## src/rtl/vec_decrypt_unit.sv

```systemverilog
// ============================================================================
// vec_decrypt_unit
// ----------------------------------------------------------------------------
// Multi-cycle inverse of the 8-lane vector encrypt datapath. Recovers a 64-bit
// plaintext vector (8 lanes x 8 bits) from a ciphertext vector by undoing the
// encrypt steps in reverse order, one step per cycle:
//   XOR with XOR_KEY  ->  subtract lane key mod 256  ->  rotate-right by SHIFT
// Each step can be individually disabled through in_mask; a disabled step
// still occupies its cycle, so latency does not depend on the mask.
//
// Ports:
//   clk         rising-edge clock
//   rst         asynchronous, active-low reset
//   in_valid    ciphertext vector valid
//   in_ready    block can accept a vector (high only when idle)
//   in_vec      ciphertext, lane i = [8i+7:8i]
//   in_mask     step enables: [2] XOR, [1] SUB, [0] ROT
//   out_valid   plaintext result valid
//   out_ready   downstream accepts the result
//   out_vec     plaintext result (holds last value until the next result)
//   busy        high whenever the block is not idle
//   done_count  completed output handshakes, wraps FFFF -> 0000
// ============================================================================
module vec_decrypt_unit #(
    parameter int unsigned  SHIFT   = 3,
    parameter logic [7:0]   XOR_KEY = 8'hAC,
    parameter logic [63:0]  ADD_KEY = 64'hEE439ADB03C9F70D
) (
    input  logic        clk,
    input  logic        rst,
    input  logic        in_valid,
    output logic        in_ready,
    input  logic [63:0] in_vec,
    input  logic [2:0]  in_mask,
    output logic        out_valid,
    input  logic        out_ready,
    output logic [63:0] out_vec,
    output logic        busy,
    output logic [15:0] done_count
);

    // ------------------------------------------------------------------------
    // State encoding
    // ------------------------------------------------------------------------
    localparam logic [2:0] ST_IDLE = 3'd0;
    localparam logic [2:0] ST_XOR  = 3'd1;
    localparam logic [2:0] ST_SUB  = 3'd2;
    localparam logic [2:0] ST_ROT  = 3'd3;
    localparam logic [2:0] ST_DONE = 3'd4;

    // Rotate amount reduced to a lane width so out-of-range values cannot
    // produce a zero result instead of a rotation.
    localparam int unsigned ROT_AMT = SHIFT % 8;

    // ------------------------------------------------------------------------
    // Registers
    // ------------------------------------------------------------------------
    logic [2:0]  state_q,      state_d;
    logic [63:0] w_q,          w_d;
    logic [2:0]  mask_q,       mask_d;
    logic [63:0] out_vec_q,    out_vec_d;
    logic        out_valid_q,  out_valid_d;
    logic [15:0] done_count_q, done_count_d;

    // ------------------------------------------------------------------------
    // Per-lane datapath results (computed from the working register)
    // ------------------------------------------------------------------------
    logic [63:0] xor_res;
    logic [63:0] sub_res;
    logic [63:0] rot_res;

    // Rotate right within one 8-bit lane. Doubling the lane and shifting the
    // 16-bit value keeps SHIFT = 0 an identity without a special case.
    function automatic logic [7:0] lane_rotr(input logic [7:0] b);
        logic [15:0] dbl;
        dbl = {b, b} >> ROT_AMT;
        return dbl[7:0];
    endfunction

    always_comb begin
        xor_res = '0;
        sub_res = '0;
        rot_res = '0;
        for (int unsigned i = 0; i < 8; i++) begin
            xor_res[8*i +: 8] = w_q[8*i +: 8] ^ XOR_KEY;
            // 8-bit subtraction per lane: the borrow is dropped, never
            // propagated into the neighbouring lane.
            sub_res[8*i +: 8] = w_q[8*i +: 8] - ADD_KEY[8*i +: 8];
            rot_res[8*i +: 8] = lane_rotr(w_q[8*i +: 8]);
        end
    end

    // ------------------------------------------------------------------------
    // Next-state logic
    // ------------------------------------------------------------------------
    always_comb begin
        state_d      = state_q;
        w_d          = w_q;
        mask_d       = mask_q;
        out_vec_d    = out_vec_q;
        out_valid_d  = out_valid_q;
        done_count_d = done_count_q;

        case (state_q)
            ST_IDLE: begin
                if (in_valid) begin
                    w_d     = in_vec;
                    mask_d  = in_mask;
                    state_d = ST_XOR;
                end
            end

            ST_XOR: begin
                if (mask_q[2]) begin
                    w_d = xor_res;
                end
                state_d = ST_SUB;
            end

            ST_SUB: begin
                if (mask_q[1]) begin
                    w_d = sub_res;
                end
                state_d = ST_ROT;
            end

            ST_ROT: begin
                // The final value goes straight into the output register so
                // out_vec is already correct in the first DONE cycle and stays
                // frozen afterwards, independent of later use of w.
                if (mask_q[0]) begin
                    w_d = rot_res;
                end
                out_vec_d   = mask_q[0] ? rot_res : w_q;
                out_valid_d = 1'b1;
                state_d     = ST_DONE;
            end

            ST_DONE: begin
                if (out_ready) begin
                    out_valid_d  = 1'b0;
                    done_count_d = done_count_q + 16'd1;
                    state_d      = ST_IDLE;
                end
            end

            default: begin
                out_valid_d = 1'b0;
                state_d     = ST_IDLE;
            end
        endcase
    end

    // ------------------------------------------------------------------------
    // State registers
    // ------------------------------------------------------------------------
    always_ff @(posedge clk or negedge rst) begin
        if (!rst) begin
            state_q      <= ST_IDLE;
            w_q          <= '0;
            mask_q       <= '0;
            out_vec_q    <= '0;
            out_valid_q  <= 1'b0;
            done_count_q <= '0;
        end else begin
            state_q      <= state_d;
            w_q          <= w_d;
            mask_q       <= mask_d;
            out_vec_q    <= out_vec_d;
            out_valid_q  <= out_valid_d;
            done_count_q <= done_count_d;
        end
    end

    // ------------------------------------------------------------------------
    // Outputs
    // ------------------------------------------------------------------------
    assign in_ready   = (state_q == ST_IDLE);
    assign busy       = (state_q != ST_IDLE);
    assign out_valid  = out_valid_q;
    assign out_vec    = out_vec_q;
    assign done_count = done_count_q;

endmodule

```

## config.mk

```make
export PLATFORM = sky130hd
export DESIGN_NAME = vec_decrypt_unit
export DESIGN_NICKNAME = d
export VERILOG_FILES = /design/src/rtl/vec_decrypt_unit.sv
export SDC_FILE = /design/constraint.sdc
export NUM_CORES = 1
export LEC_CHECK = 0
export CAP_MARGIN = 20
export CORE_AREA = 2 2 172 174
export CTS_CLUSTER_SIZE = 10
export DETAILED_ROUTE_END_ITERATION = 10
export DIE_AREA = 0 0 174 176
export PLACE_DENSITY = 0.51
export SLEW_MARGIN = 20
export SYNTH_ARGS = -nofsm -noshare
export SYNTH_HDL_FRONTEND = slang
export SYNTH_SLANG_ARGS = --single-unit
export TNS_END_PERCENT = 100
```

## constraint.sdc

```tcl
create_clock -name clk -period 4.2 [get_ports clk]
set_input_delay 0.84 -clock clk [delete_from_list [all_inputs] [get_ports clk]]
set_output_delay 0.84 -clock clk [all_outputs]
set_load 0.01 [all_outputs]
```

==> results of run 1 <==
## worst max-delay path: stages (launching register included)
cell and delay [ps]:
dfrtp_2 690, or2_1 370, nor2_2 160, clkdlybuf4s50_1 570
## where the power goes
group	internal, mW	switching [mW]	total (mW)
logic	2.26	2.86	5.12
clock network	0.973	0.664	1.64
registers	2.12	1.01	3.13
total	5.35	4.54	9.89
## worst max path at each step
stage	start	to	slack (ps)	cells past startpoint
6_report	state_q[1]	in_ready	1150	3
5_1_grt	state_q[1]	in_ready	1040	3
4_1_cts	state_q[1]	in_ready	1140	3
3_5_place_dp	in_valid	w_q[54]	990	5
3_3_place_gp	in_valid	w_q[54]	1090	5
2_1_floorplan	state_q[0]	busy	2180	5
## sequential cells by signal (all words and copies together), names as in the netlist
name,flops
out_vec,64
w_q,64
done_count,16
mask_q,3
state_q,3
out_valid,1
## metrics by stage
stage / hold slack (ps) / std cells
floorplan: 479.4 / 956
global placement: 462.7 / 1435
detailed placement: 464.6 / 1436
CTS: 477.8 / 1468
global route: 491.7 / 1468
finish: 471.8 / 1468
## metal layers
layer  wire [um]  track usage
met5           0            0
met4         648      0.06232
met3        1527      0.03036
met2       12580       0.2874
met1       14050       0.2771
## area by class of cell
class	instances	area (sq um)
Timing Repair Buffer	173	1728
Clock inverter	13	167.7
Fill cell	2906	17560
Tap cell	384	480.5
Clock buffer	19	452.9
Multi-Input combinational cell	703	4277
Sequential cell	151	3784
Inverter	25	93.84
## kinds of logic (layout without fill, tap and decap cells)
group | Yosys count | in the layout | share of synthesized area
adder cells (fa/ha/maj) | 9 | 9 | 0.01326
flip-flops | 151 | 151 | 0.4448
multiplexers | 70 | 70 | 0.08337
AO/OA/AOI/OAI | 327 | 327 | 0.2360
buffers and inverters | 102 | 230 | 0.05273
XOR/XNOR | 33 | 33 | 0.03403
AND/OR/NAND/NOR | 264 | 264 | 0.1358
## cells in the final DEF (no fill, tap or decap), types with 6 or more instances in the layout
| master | Yosys | final |
|---|---|---|
| ha_1 | 9 | 9 |
| clkdlybuf4s50_1 | 0 | 152 |
| dfrtp_1 | 151 | 149 |
| mux2i_1 | 64 | 64 |
| o21ai_0 | 137 | 137 |
| inv_1 | 25 | 25 |
| mux2_2 | 6 | 6 |
| o221ai_1 | 10 | 10 |
| nor3_1 | 6 | 6 |
| xor2_1 | 14 | 14 |
| nand2_1 | 131 | 131 |
| a21o_1 | 17 | 17 |
| o21ai_1 | 15 | 14 |
| buf_4 | 2 | 17 |
| nor2_1 | 76 | 76 |
| xnor2_1 | 19 | 19 |
| a221oi_1 | 13 | 13 |
| a22oi_1 | 8 | 8 |
| o22ai_1 | 21 | 21 |
| nand3_1 | 9 | 9 |
| clkbuf_16 | 0 | 17 |
| a21oi_1 | 52 | 52 |
==> flow_summary_export.csv, run 1 <==
group,metric,value,unit
setup_path,worstReg2RegStart,"state_q[0]",
sta,tightest_slew,974.7,ps
run,cap_violations,0,
floorplan,rows,62,
sta,setup_viol,0,
yosys,yosysWarnings,0,
global_route,grt_pass1_wl,45420,um
yosys,netlist_area,8494,sq um
floorplan,start_util,0.2976,
yosys,yosysTopAreaCellShare,0.4448,
sta,clock.fmax,0.3277,GHz
route,viasPerCell,5.257,
power_and_ir_drop,power.leakage,4.689,nW
setup_path,path_max_fanout,42,
yosys,ys_types,65,
cells_and_area,syn_to_final_growth,29.30,%
place,gp_congestion,0.8468,
setup_path,crit_path_start_kind,"register",
sta,setup_slack,1148,ps
clocking,cts_sinks,151,
sta,relSlewSlack,0.3502,
clocking,postCtsSetupRepairBufs,0,
sta,period_share,0.7266,
yosys,synth_nets,1036,
sta,hold_viol,0,
global_route,antenna_found_initial,0,
sta,rsz0062_at_grt,"no",
place,port_buffers,153,
clocking,post_cts_resized,0,
setup_path,cp-end-kind,"primary output",
global_route,grt_max_degree,132,
yosys,synth_area_leaders,"dfrtp_1, o21ai_0, mux2i_1",
sta,maxSlewViolCount,0,
hold_path,hold_path_class,"input port to asynchronous set/reset pin",
clocking,root_buffer,"clkbuf_16",
cells_and_area,final_core_util,0.3847,
run_status,status,"finished clean",
route,drt_iter0_drc,648,
clocking,cts_buffer_depth,2,
route,drtAntennaViolNets,0,
cells_and_area,layout-drive-gt1-share,0.06734,
place,place_area,10360,sq um
floorplan,ios,154,
setup_path,required,3360,ps
cells_and_area,fin_area,10980,sq um
global_route,gr-total-overflow,0,
route,wl_per_cell,19.62,um
floorplan,core_area,28550,sq um
setup_path,critPathArrivalTime,2210,ps
global_route,grt_pass1_vias,7531,
clocking,cts_tree,"built",
floorplan,die_w,174,um
floorplan,dieHeight,176,um
setup_path,r2r_slack,1420,ps
floorplan,dieArea,30620,sq um
yosys,ys_async_sr_fraction,1.000,
yosys,synth.yosys.seq_area_share,0.4448,
route,wl,28810,um
setup_path,worstSetupPathType,"register to primary output",
route,vias,7718,
yosys,synth_flop_cell,"dfrtp_1",
clocking,cts_made_buffers,17,
power_and_ir_drop,power_density,900.5,nW/um^2
yosys,yosys.area.top_type,"dfrtp_1",
cells_and_area,fin_nets,1151,
place,pre_cts_ws,987.1,ps
route,dr.pass1.iters,5,
route,drc_errors,0,
sta,min_period,3052,ps
sta,setup_tns,0,ps
yosys,netlist_instances,956,
yosys,netlist_top_cells_count,"dfrtp_1, o21ai_0, nand2_1",
clocking,cts_hold_buf,0,
clocking,cts.clk_slew.worst_paths,70,ps
clocking,worstSkewPairLatency,430,ps
place,dp_hpwl,19430,um
clocking,htreeDepth,4,
yosys,avgSynthCellArea,8.885,sq um
global_route,grt_usage,0.1901,
setup_path,timing.rr.end,"w_q[17]",
power_and_ir_drop,vdd_drop_max,0.0005539,V
power_and_ir_drop,p_total,9.890,mW
yosys,synth_most_common_cell,"dfrtp_1",
yosys,synth-edff-count,0,
setup_path,reg2regPathDepth,6,
sta,finClkSkew,9.634,ps
yosys,ys_ff_latch,151,
cells_and_area,diodes,0,
Note: power is estimated with default switching activity, not from simulation.
==> inputs of run 2 (changes only) <==
--- a/config.mk
+++ b/config.mk
@@ -10,7 +10,7 @@
 export CTS_CLUSTER_SIZE = 10
 export DETAILED_ROUTE_END_ITERATION = 10
 export DIE_AREA = 0 0 174 176
-export PLACE_DENSITY = 0.51
+export PLACE_DENSITY = 0.53
 export SLEW_MARGIN = 20
 export SYNTH_ARGS = -nofsm -noshare
 export SYNTH_HDL_FRONTEND = slang
==> constraint.sdc (replaced) <==
create_clock -name clk -period 2.7 [get_ports clk]
set_input_delay 0.54 -clock clk [delete_from_list [all_inputs] [get_ports clk]]
set_output_delay 0.54 -clock clk [all_outputs]
set_load 0.01 [all_outputs]
==> flow_summary_export.csv, run 2 (synthesis gave the netlist of run 1 again) <==
group,metric,value,unit
run_status,status,"finished clean",
sta,period_share,0.9083,
place,port_buffers,153,
global_route,grt_pass1_wl,45130,um
sta,timing.hold.ws,26.85,ps
setup_path,crit_path_start_kind,"register",
setup_path,r2r_slack,570,ps
power_and_ir_drop,power_density,1406,nW/um^2
clocking,cts_sinks,151,
route,vias,7890,
cells_and_area,fill_cells,2950,
clocking,postCtsSetupRepairBufs,0,
hold_path,hold_path_class,"input port to asynchronous set/reset pin",
route,drt_iter0_drc,759,
clocking,cts_tree,"built",
clocking,cts_buffer_depth,2,
cells_and_area,fin_nets,1168,
global_route,grt_usage,0.1890,
clocking,cts_hold_buf,0,
setup_path,worstSetupPathType,"register to primary output",
sta,setup_tns,0,ps
setup_path,worstReg2RegStart,"state_q[1]",
clocking,worstSkewPairLatency,440,ps
clocking,post_cts_resized,0,
power_and_ir_drop,power.leakage,4.798,nW
sta,clock.fmax,0.4078,GHz
sta,finClkSkew,16.29,ps
route,drc_errors,0,
sta,setup_viol,0,
place,dp_hpwl,20110,um
place,gp_congestion,0.8222,
sta,hold_viol,0,
global_route,antenna_found_initial,0,
place,pre_cts_ws,231.4,ps
floorplan,rows,62,
route,wl,28840,um
floorplan,die_w,174,um
setup_path,required,2160,ps
floorplan,dieHeight,176,um
route,viasPerCell,5.310,
setup_path,critPathMaxStageDelay,580,ps
sta,rsz0062_at_grt,"no",
global_route,grt_pass1_vias,7647,
sta,setup_slack,247.7,ps
power_and_ir_drop,vdd_drop_max,0.0005735,V
sta,tightest_slew,695.9,ps
run,cap_violations,0,
route,dr.pass1.iters,6,
clocking,htreeDepth,4,
setup_path,crit_family,"buffers and inverters",
route,drtAntennaViolNets,0,
sta,relSlewSlack,0.5356,
setup_path,critPathArrivalTime,1910,ps
clocking,root_buffer,"clkbuf_16",
clocking,cts.clk_slew.worst_paths,60,ps
floorplan,dieArea,30620,sq um
setup_path,cp-end-kind,"primary output",
setup_path,critPathBufInv,1,
cells_and_area,layout-drive-gt1-share,0.08174,
setup_path,startpoint,"state_q[0]",
clocking,cts_made_buffers,17,
sta,min_period,2452,ps
setup_path,slowest_stage,"clkdlybuf4s50_1",
sta,maxSlewViolCount,0,
setup_path,crit_chain,"or2_1 > nor2_2 > clkdlybuf4s50_1",
cells_and_area,syn_to_final_growth,31.33,%
setup_path,path_max_fanout,6,
floorplan,start_util,0.2976,
route,wl_per_cell,19.41,um
cells_and_area,final_cell_mix,"clkdlybuf4s50_1, dfrtp_1, o21ai_0, nand2_1, nor2_1",
floorplan,ios,154,
floorplan,core_area,28550,sq um
cells_and_area,layout_commonest_cell,"clkdlybuf4s50_1",
global_route,grt_max_degree,82,
global_route,gr-total-overflow,0,
-- run 2: path summary, 6_finish.rpt --
| path | to | cells after the start |
|---|---|---|
| worst max-delay path | in_ready | 3 |
| worst min-delay path | done_count[9] | 1 |
| worst max register to register | w_q[10] | 7 |
| worst min register to register | out_vec[4] | 2 |
| max in group asynchronous | w_q[61] | 2 |
| min in group clk | out_vec[4] | 2 |
-- run 2: cell type report --
| class | instances | area (sq um) | share of cell area |
|---|---|---|---|
| multi-input cells | 703 | 4277 | 0.3834 |
| clock inverters | 14 | 193.9 | 0.01738 |
| well taps | 384 | 480.5 | 0.04307 |
| clock buffers | 18 | 439.2 | 0.03937 |
| repair buffers | 190 | 1886 | 0.1690 |
| diodes | 1 | 2.502 | 0.0002243 |
| flip-flops and latches | 151 | 3784 | 0.3392 |
| inverters | 25 | 93.84 | 0.008412 |
-- run 2: routing by layer --
metal,GRT usage,part of all wire,vias up
met5,0,0,-
met4,0.06513,0.021,0
met3,0.03252,0.060,33
met2,0.2892,0.45,309
met1,0.2701,0.47,3852
li1,-,-,3696
-- run 2: metrics by stage --
step | cells | area, sq um | utilization | power (mW)
floorplan | 956 | 8494 | - | 9.747
global placement | 1453 | 10520 | 0.3685 | 12.97
detailed placement | 1453 | 10520 | 0.3685 | 13.08
CTS | 1485 | 11150 | 0.3907 | 15.76
global route | 1485 | 11150 | 0.3907 | 16.89
finish | 1486 | 11160 | 0.3908 | 15.69
-- run 2: power breakdown --
part / internal (mW) / switching (mW) / total (mW)
sequential: 3.30 / 1.28 / 4.58
combinational: 3.71 / 4.77 / 8.49
clock: 1.58 / 1.04 / 2.62
total: 8.59 / 7.10 / 15.7
==> inputs of run 3 (changes only) <==
--- a/config.mk
+++ b/config.mk
@@ -6,10 +6,10 @@
 export NUM_CORES = 1
 export LEC_CHECK = 0
 export CAP_MARGIN = 20
-export CORE_AREA = 2 2 172 174
+export CORE_AREA = 5 5 175 177
 export CTS_CLUSTER_SIZE = 10
 export DETAILED_ROUTE_END_ITERATION = 10
-export DIE_AREA = 0 0 174 176
+export DIE_AREA = 0 0 180 182
 export PLACE_DENSITY = 0.53
 export SLEW_MARGIN = 20
 export SYNTH_ARGS = -nofsm -noshare
==> flow_summary_export.csv, run 3 (synthesis gave the netlist of run 1 again) <==
group,metric,value,unit
run_status,status,"finished clean",
global_route,gr-total-overflow,0,
sta,tightest_slew,621.3,ps
route,route.met2.wl,13150,um
floorplan,rows,63,
global_route,grt_pass1_wl,46240,um
clocking,cts_made_buffers,17,
route,drtAntennaViolNets,0,
route,viasPerCell,5.199,
place,dp_hpwl,20720,um
floorplan,dieArea,32760,sq um
sta,rsz0062_at_grt,"no",
floorplan,core_area,29090,sq um
sta,relSlewSlack,0.5858,
setup_path,worstSetupPathType,"register to primary output",
cells_and_area,fin_nets,1171,
sta,maxSlewViolCount,0,
power_and_ir_drop,power.leakage,4.790,nW
route,vias,7767,
sta,min_period,2467,ps
sta,setup_slack,232.7,ps
cells_and_area,layout-drive-gt1-share,0.08333,
power_and_ir_drop,vdd_drop_max,0.0005480,V
place,dp.cells,1462,
sta,clock.fmax,0.4053,GHz
clocking,cts_sinks,151,
route,drt_iter0_drc,673,
route,wl_met1,13790,um
global_route,antenna_found_initial,0,
place,gp_congestion,0.8238,
global_route,grt_usage,0.1768,
setup_path,required,2160,ps
place,port_buffers,153,
sta,setup_viol,0,
cells_and_area,layout_commonest_cell,"clkdlybuf4s50_1",
cells_and_area,fill_cells,2953,
route,routed-wl-met3,1735,um
global_route,grt_pass1_vias,7680,
cells_and_area,syn_to_final_growth,30.93,%
cells_and_area,diodes,0,
clocking,cts_hold_buf,0,
cells_and_area,final_cell_mix,"clkdlybuf4s50_1, dfrtp_1, o21ai_0, nand2_1, nor2_1",
clocking,cts_tree,"built",
floorplan,dieHeight,182,um
setup_path,critPathArrivalTime,1930,ps
clocking,root_buffer,"clkbuf_16",
sta,period_share,0.9138,
route,wl_per_cell,19.47,um
route,wl,29090,um
route,dr.pass1.iters,5,
setup_path,cp-end-kind,"primary output",
route,routed.top_layer,"met4",
setup_path,crit_path_start_kind,"register",
cells_and_area,fin_area,11120,sq um
floorplan,start_util,0.2920,
place,place_area,10530,sq um
hold_path,hold_path_class,"input port to asynchronous set/reset pin",
global_route,grt_max_degree,70,
cells_and_area,instances_no_fill,1494,
clocking,cts.clk_slew.worst_paths,70,ps
route,drc_errors,0,
clocking,postCtsSetupRepairBufs,0,
setup_path,path_max_fanout,3,
clocking,post_cts_resized,0,
floorplan,ios,154,
clocking,htreeDepth,4,
power_and_ir_drop,power_density,1399,nW/um^2
sta,hold_viol,0,
clocking,cts_buffer_depth,2,
sta,timing.hold.ws,29.38,ps
run,cap_violations,0,
floorplan,die_w,180,um
clocking,worstSkewPairLatency,420,ps
place,pre_cts_ws,143.0,ps
sta,finClkSkew,8.877,ps
sta,setup_tns,0,ps
run 3: worst paths after layout:
check                             from  cells after the start        endpoint  slack, ps
max in group asynchronous          rst                      2     out_vec[61]       1980
hold reg to reg            out_vec[17]                      2     out_vec[17]        480
min in group clk           out_vec[17]                      2     out_vec[17]        480
setup reg to reg            state_q[2]                      5         w_q[49]        570
setup / recovery            state_q[1]                      3        in_ready        230
hold / removal                     rst                      1  done_count[11]         30
run 3: worst max-delay path: stages (launching register included):
cell             delay [ps]
dfrtp_2                 420
or2_1                   240
nor2_2                  250
clkdlybuf4s50_1         600
run 3: per-layer routing:
layer / vias to the layer above / GRT usage
met5: - / 0
met4: 0 / 0.04054
met3: 23 / 0.03165
met2: 270 / 0.2734
met1: 3781 / 0.2583
li1: 3693 / -
run 3: power by group:
group          total [mW]  leakage (nW)  internal, mW  switching [mW]
clock                2.44         0.296          1.43            1.01
sequential           4.66          1.89          3.30            1.37
combinational        8.46          2.61          3.73            4.73
total                15.6          4.79          8.46            7.11
run 3: through the flow:
| step | power [mW] | util |
|---|---|---|
| 6_report | 15.56 | 0.3824 |
| 2_1_floorplan | 9.747 | - |
| 3_3_place_gp | 13.02 | 0.3619 |
| 3_5_place_dp | 13.14 | 0.3619 |
| 4_1_cts | 15.64 | 0.3824 |
| 5_1_grt | 16.86 | 0.3824 |
run 3: area by class of cell:
class                   instances  area (sq um)  area share
inverters                      25         93.84    0.008437
well taps                     390         488.0     0.04387
flip-flops and latches        151          3784      0.3402
repair buffers                193          1883      0.1693
clock buffers                  20         456.7     0.04106
multi-input cells             703          4277      0.3845
clock inverters                12         140.1     0.01260
==> RTL change 1 (config.mk and constraints of run 3) <==
`w_q` no longer has a reset.
--- a/src/rtl/vec_decrypt_unit.sv
+++ b/src/rtl/vec_decrypt_unit.sv
@@ -157,19 +157,21 @@
     always_ff @(posedge clk or negedge rst) begin
         if (!rst) begin
             state_q      <= ST_IDLE;
-            w_q          <= '0;
             mask_q       <= '0;
             out_vec_q    <= '0;
             out_valid_q  <= 1'b0;
             done_count_q <= '0;
         end else begin
             state_q      <= state_d;
-            w_q          <= w_d;
             mask_q       <= mask_d;
             out_vec_q    <= out_vec_d;
             out_valid_q  <= out_valid_d;
             done_count_q <= done_count_d;
         end
+    end
+
+    always_ff @(posedge clk) begin
+        w_q <= w_d;
     end
 
     // ------------------------------------------------------------------------
Check against the original RTL: no difference found for any inputs over 4 cycles, from zero or initial values and one cycle with rst low; that may be too few to reach the edited logic, so the function may still have changed.
==> RTL change 1 against run 3 <==
  * Clock skew is 0.00061 ns higher
  * Sequential share of layout area increased by 2.4 points
  * Setup slack improved by 0.038 ns
  * Routed wire length is 1.0% higher
  * Power up 1.4%
  * Design area is 1.5% higher
  * First-iteration DRC count fell by 1.0%
  * Final cell count decreased by 2.7%
  * Synthesized area up 2.3%
  * Sequential cell count stayed put
==> RTL change 1: results (changes against run 3) <==
* Number of signal-net buffers in the layout at 192 (-0.52%)
* Worst min path class: input pin to asynchronous set/reset pin
* Commonest cells in the netlist: 129 x sky130_fd_sc_hd__nand2_1, 92 x sky130_fd_sc_hd__nor2_1, 87 x sky130_fd_sc_hd__dfrtp_1
* Startpoint of the most critical register-to-register path: mask_q[0]
* Syn. warnings at 0 (unchanged)
* Pre-CTS setup slack at 0.516 ns (+0.373 ns)
* Placer's final routability congestion estimate at 0.833 (+1.1%)
* First-pass detailed-route iteration total at 5 (unchanged)
* Critical register-to-register path endpoint: w_q[45]
* Number of clock buffer instances in the layout at 22 (+10%)
* Non-clk invs at 14 (-44%)
* Starting DRC count in detailed routing at 666 (-1.0%)
* Slack of the worst reg-to-reg path at 0.55 ns (-0.02 ns)
* Signal buffers share of area at 16.5% (-0.46 points)
* Via count of the first global-routing pass at 7339 (-4.4%)
* Vias at 7459 (-4.0%)
* Clock tree cell share of total cell area at 5.18% (-0.19 points)
* Share of final-layout standard cells stronger than drive strength 1 at 10.6% (+2.3 points)
* Wire length of the first global-routing pass at 45.0 mm (-2.7%)
* Number of antenna violations at the first check in global routing at 0 (unchanged)
* Number of synthesized flops with an enable pin at 64 (+64)
* Outcome: completed
* Number of cells on the worst reg-to-reg path at 5 (unchanged)
* Dominant cells by area after synthesis: sky130_fd_sc_hd__dfrtp_1 25%, sky130_fd_sc_hd__edfxtp_1 22%, sky130_fd_sc_hd__nand2_1 5.6%
* Proportion of cell area occupied by multi-input gates at 37.2% (-1.3 points)
* Placed wire-length estimate at 20.3 mm (-1.8%)
* Portion of the post-synthesis area used by sequential elements at 47.2% (+2.7 points)
* Static Leak at 4.61 nW (-3.8%)
* Clock insertion delay at the later pin of the skew report at 0.44 ns (+0.02 ns)
* Final WL at 29.4 mm (+1.0%)
* Library cell used as clock root buffer: sky130_fd_sc_hd__clkbuf_16
* Synth unique cells at 60 (-7.7%)
* Beginning of the critical path: state_q[1]
* Maximum ir drop on the vdd rail at 606 uV (+11%)
* Number of storage elements in the synthesis netlist at 151 (unchanged)
* Flip-flop and latch share of the layout cell area at 36.4% (+2.4 points)
* Fraction of registers with async set/reset at 57.6% (-42 points)
* Fill cell count at 2877 (-2.6%)
* Maximum number of pins on one net before global-route repair at 65 (-7.1%)
* Largest driver fanout on the critical path at 19 (+16)
* Cts bufs inserted at 17 (unchanged)
* Worst Skew at 0.00948 ns (+0.000605 ns)
* Number of combinational gates with multiple inputs at 675 (-4.0%)
* Total Nets Final at 1131 (-3.4%)
* Net count of the mapped netlist at 990 (-4.4%)
* Total routing resource utilization after global routing at 17.5% (-0.14 points)
* Max Buffers Root-to-Sink at 2 (unchanged)
* Pin slew with the least headroom to its limit at 0.595 ns (-0.0265 ns)
## RTL change 1: metal layers
metal  GRT usage [%]  up-vias  wire, um  share of wire [%]
li1                -     3554         -                  -
met5               0        -         0                  0
met2            25.8      291     12600                 43
met4            4.63        0       435                1.5
met1            26.3     3582     14500                 49
met3            3.47       32      1830                6.2
## RTL change 1: power breakdown
part | internal, W | leakage, nW | switching, W
Sequential | 0.00397 | 1.72 | 0.00140
Combinational | 0.00361 | 2.62 | 0.00436
Clock | 0.00142 | 0.269 | 0.00103
## RTL change 1: cells by family after synthesis
group	count (synthesis)	synth area share (%)
buf+inv	84	4.55
mux	65	7.82
compound gates	263	19.2
xor+xnor	51	5.14
flops	151	47.2
fa+ha+maj	9	1.30
simple gates	287	14.8
## RTL change 1: how the worst max path moves through the flow
stage	endpoint	slack (ns)	depth (start not counted)
after floorplan	w_q[10]	0.34	6
after global placement	done_count[15]	0.56	5
after detailed placement	done_count[15]	0.52	5
after CTS	in_ready	0.27	4
after global routing	in_ready	0.17	4
final	in_ready	0.27	4
## RTL change 1: worst max-delay path: stages (launching register included)
cell and delay (ns):
sky130_fd_sc_hd__dfrtp_2 0.54, sky130_fd_sc_hd__nor2_2 0.15, sky130_fd_sc_hd__nand2_1 0.09, sky130_fd_sc_hd__inv_1 0.12
sky130_fd_sc_hd__clkdlybuf4s50_1 0.56
## RTL change 1: per-stage QoR
step           area [um2]  total power (W)  instances  hold WS, ns
6_report            11300           0.0158       1454       0.0612
5_1_grt             11300           0.0169       1454       0.0757
4_1_cts             11300           0.0158       1454       0.0621
3_5_place_dp        10700           0.0133       1422        0.462
3_3_place_gp        10700           0.0132       1422        0.461
2_1_floorplan        8690           0.0101        910        0.244
==> RTL change 2 (config.mk and constraints of run 3) <==
Made on the original files. Reset style: synchronous (`rst`), changed in one clocked block. Comments in the files are not updated.
--- a/src/rtl/vec_decrypt_unit.sv
+++ b/src/rtl/vec_decrypt_unit.sv
@@ -154,7 +154,7 @@
     // ------------------------------------------------------------------------
     // State registers
     // ------------------------------------------------------------------------
-    always_ff @(posedge clk or negedge rst) begin
+    always_ff @(posedge clk) begin
         if (!rst) begin
             state_q      <= ST_IDLE;
             w_q          <= '0;
Behaviour: differs if rst is asserted again (counterexample within 4 cycles, from zero or initial values and one cycle with rst low); with rst held inactive, the same outputs for 4 cycles.
==> RTL change 2 against run 3 <==
  * Setup slack got worse by 0.081 ns
  * Non-clock buffer count up 11
  * Via count up 11%
  * Routed wire length rose by 13%
  * Design area decreased by 0.58%
  * Utilization shrank 0.22 points
  * Synthesized cell count up 12%
  * Sequential cell count unchanged
  * Synthesized area decreased by 0.32%
  * Die area unchanged
  * Critical path depth stayed put
Power is not compared: it rests on default switching activity, and its combinational part moved more than twofold at a synthesized area within 25%.
==> RTL change 2: results (changes against run 3) <==
* Total routing resource utilization after global routing at 19.3% (+1.6 points)
* Final WL at 32.7 mm (+13%)
* Area of placed instances at 0.0105 mm2 (-0.33%)
* Post-CTS setup buffer count at 0 (unchanged)
* Ys flop type: sky130_fd_sc_hd__dfxtp_1
* Commonest cells in the netlist: 151 x sky130_fd_sc_hd__dfxtp_1, 136 x sky130_fd_sc_hd__nor2_1, 95 x sky130_fd_sc_hd__a21oi_1, 95 x sky130_fd_sc_hd__o21ai_0, 72 x sky130_fd_sc_hd__a211oi_1
* Largest stage delay on the critical path at 0.54 ns (-0.06 ns)
* Static Leak at 3.63 nW
* Starting DRC count in detailed routing at 854 (+27%)
* Post-route cell area at 0.0111 mm2 (-0.58%)
* Placed wire-length estimate at 23.4 mm (+13%)
* Syn. warnings at 0 (unchanged)
* Termination of the worst setup path: in_ready
* Net count of the mapped netlist at 1152 (+11%)
* Worst Setup Path Type: flip-flop to output port
* Fill cell count at 2952 (-0.034%)
* Share of final-layout standard cells stronger than drive strength 1 at 8.74% (+0.41 points)
* Clock insertion delay at the later pin of the skew report at 0.43 ns
* Largest driver fanout on the critical path at 10 (+7)
* First-pass detailed-route iteration total at 5 (unchanged)
* Max Buffers Root-to-Sink at 2 (unchanged)
* Startpoint of the most critical register-to-register path: state_q[2]
* Max_slew headroom at 25.7% (-33 points)
* Slowest CP cell: sky130_fd_sc_hd__clkdlybuf4s50_1
* Antenna diode count at 0 (unchanged)
* Outcome: completed
* Dominant cells by area after synthesis: sky130_fd_sc_hd__dfxtp_1 36%, sky130_fd_sc_hd__a211oi_1 6.4%, sky130_fd_sc_hd__nor2_1 6.0%
* Placement row count at 63 (unchanged)
* Portion of the post-synthesis area used by sequential elements at 35.7% (-8.8 points)
* Synth unique cells at 73 (+12%)
* Maximum number of pins on one net before global-route repair at 81 (+16%)
* Library cell used as clock root buffer: sky130_fd_sc_hd__clkbuf_16
* Critical register-to-register path endpoint: w_q[2]
* I/O Buffers at 153 (unchanged)
* Cts bufs inserted at 17 (unchanged)
* Placer's final routability congestion estimate at 0.905 (+9.8%)
* Via count of the first global-routing pass at 8079 (+5.2%)
* Fraction of registers with async set/reset at 0% (-100 points)
* Global Route met2 Usage at 28.1% (+0.80 points)
* Wire length of the first global-routing pass at 50.0 mm (+8.0%)
* Met3 Resource Use GR at 4.33% (+1.2 points)
* Met1 Use GR at 28.3% (+2.5 points)
* Worst min path class: flip-flop to flip-flop
* Slack of the worst reg-to-reg path at 0.53 ns (-0.04 ns)
* Maximum ir drop on the vdd rail at slightly below 400 uV
* Vias at 8648 (+11%)
* Worst Skew at 0.0122 ns (+0.00330 ns)
* Total Nets Final at 1268 (+8.3%)
* Number of cells on the worst reg-to-reg path at 5 (unchanged)
* Data arrival time of the critical path at 2.01 ns (+0.08 ns)
==> RTL change 2: cells by family (layout without fill, tap and decap cells) <==
kind of cell	count (synthesis)	after routing	share of synthesized area [%]
AOI/OAI and AO/OA	376	376	28.8
and+or+nand+nor	325	325	18.1
DFF	151	151	35.7
buffers and inverters	126	255	6.49
muxes	53	53	6.34
xor gates and xnor gates	32	32	3.31
adders and majority gates	9	9	1.33
==> RTL change 2: through the flow <==
step | cells | setup WS, ns | power [W]
6_report | 1591 | 0.152 | 0.00668
4_1_cts | 1591 | 0.137 | 0.00670
5_1_grt | 1591 | 0.0453 | 0.00698
3_5_place_dp | 1559 | 0.161 | 0.00432
2_1_floorplan | 1072 | 1.01 | 0.00364
3_3_place_gp | 1559 | 0.220 | 0.00431
==> RTL change 2: worst max-delay path, delay by kind of cell, from the launching register on <==
kind          cells  cell delay [ns]
buf+inv           2             0.65
simple gates      1             0.47
flops             1             0.46
==> RTL change 2: layout make-up <==
cell class | count | share of cell area, %
Clock buffer | 18 | 3.88
Clock inverter | 14 | 1.24
Multi-Input combinational cell | 795 | 44.5
Inverter | 19 | 0.656
Sequential cell | 151 | 27.4
Tap cell | 390 | 4.41
Timing Repair Buffer | 204 | 17.9
==> RTL change 2: how the worst min path moves through the flow <==
| stage | start | slack (ns) | endpoint | cells after the start |
|---|---|---|---|---|
| 2_1_floorplan | w_q[52] | 0.47 | w_q[52] | 2 |
| 3_3_place_gp | out_vec[22] | 0.44 | out_vec[22] | 2 |
| 3_5_place_dp | out_vec[22] | 0.46 | out_vec[22] | 2 |
| 4_1_cts | out_vec[22] | 0.48 | out_vec[22] | 2 |
| 5_1_grt | out_valid | 0.51 | out_valid | 2 |
| 6_report | out_valid | 0.47 | out_valid | 2 |
==> RTL change 2: power breakdown <==
group / internal, W / total, W / switching, W
Clock: 0.00129 / 0.00237 / 0.00108
Sequential: 0.00240 / 0.00272 / 0.000319
Combinational: 0.000684 / 0.00159 / 0.000904
Total: 0.00438 / 0.00668 / 0.00230
==> RTL change 2: per-layer routing <==
metal,vias up,part of all wire [%]
met4,0,2.0
met1,4053,48
met2,365,42
li1,4188,-
met3,42,8.4
met5,-,0
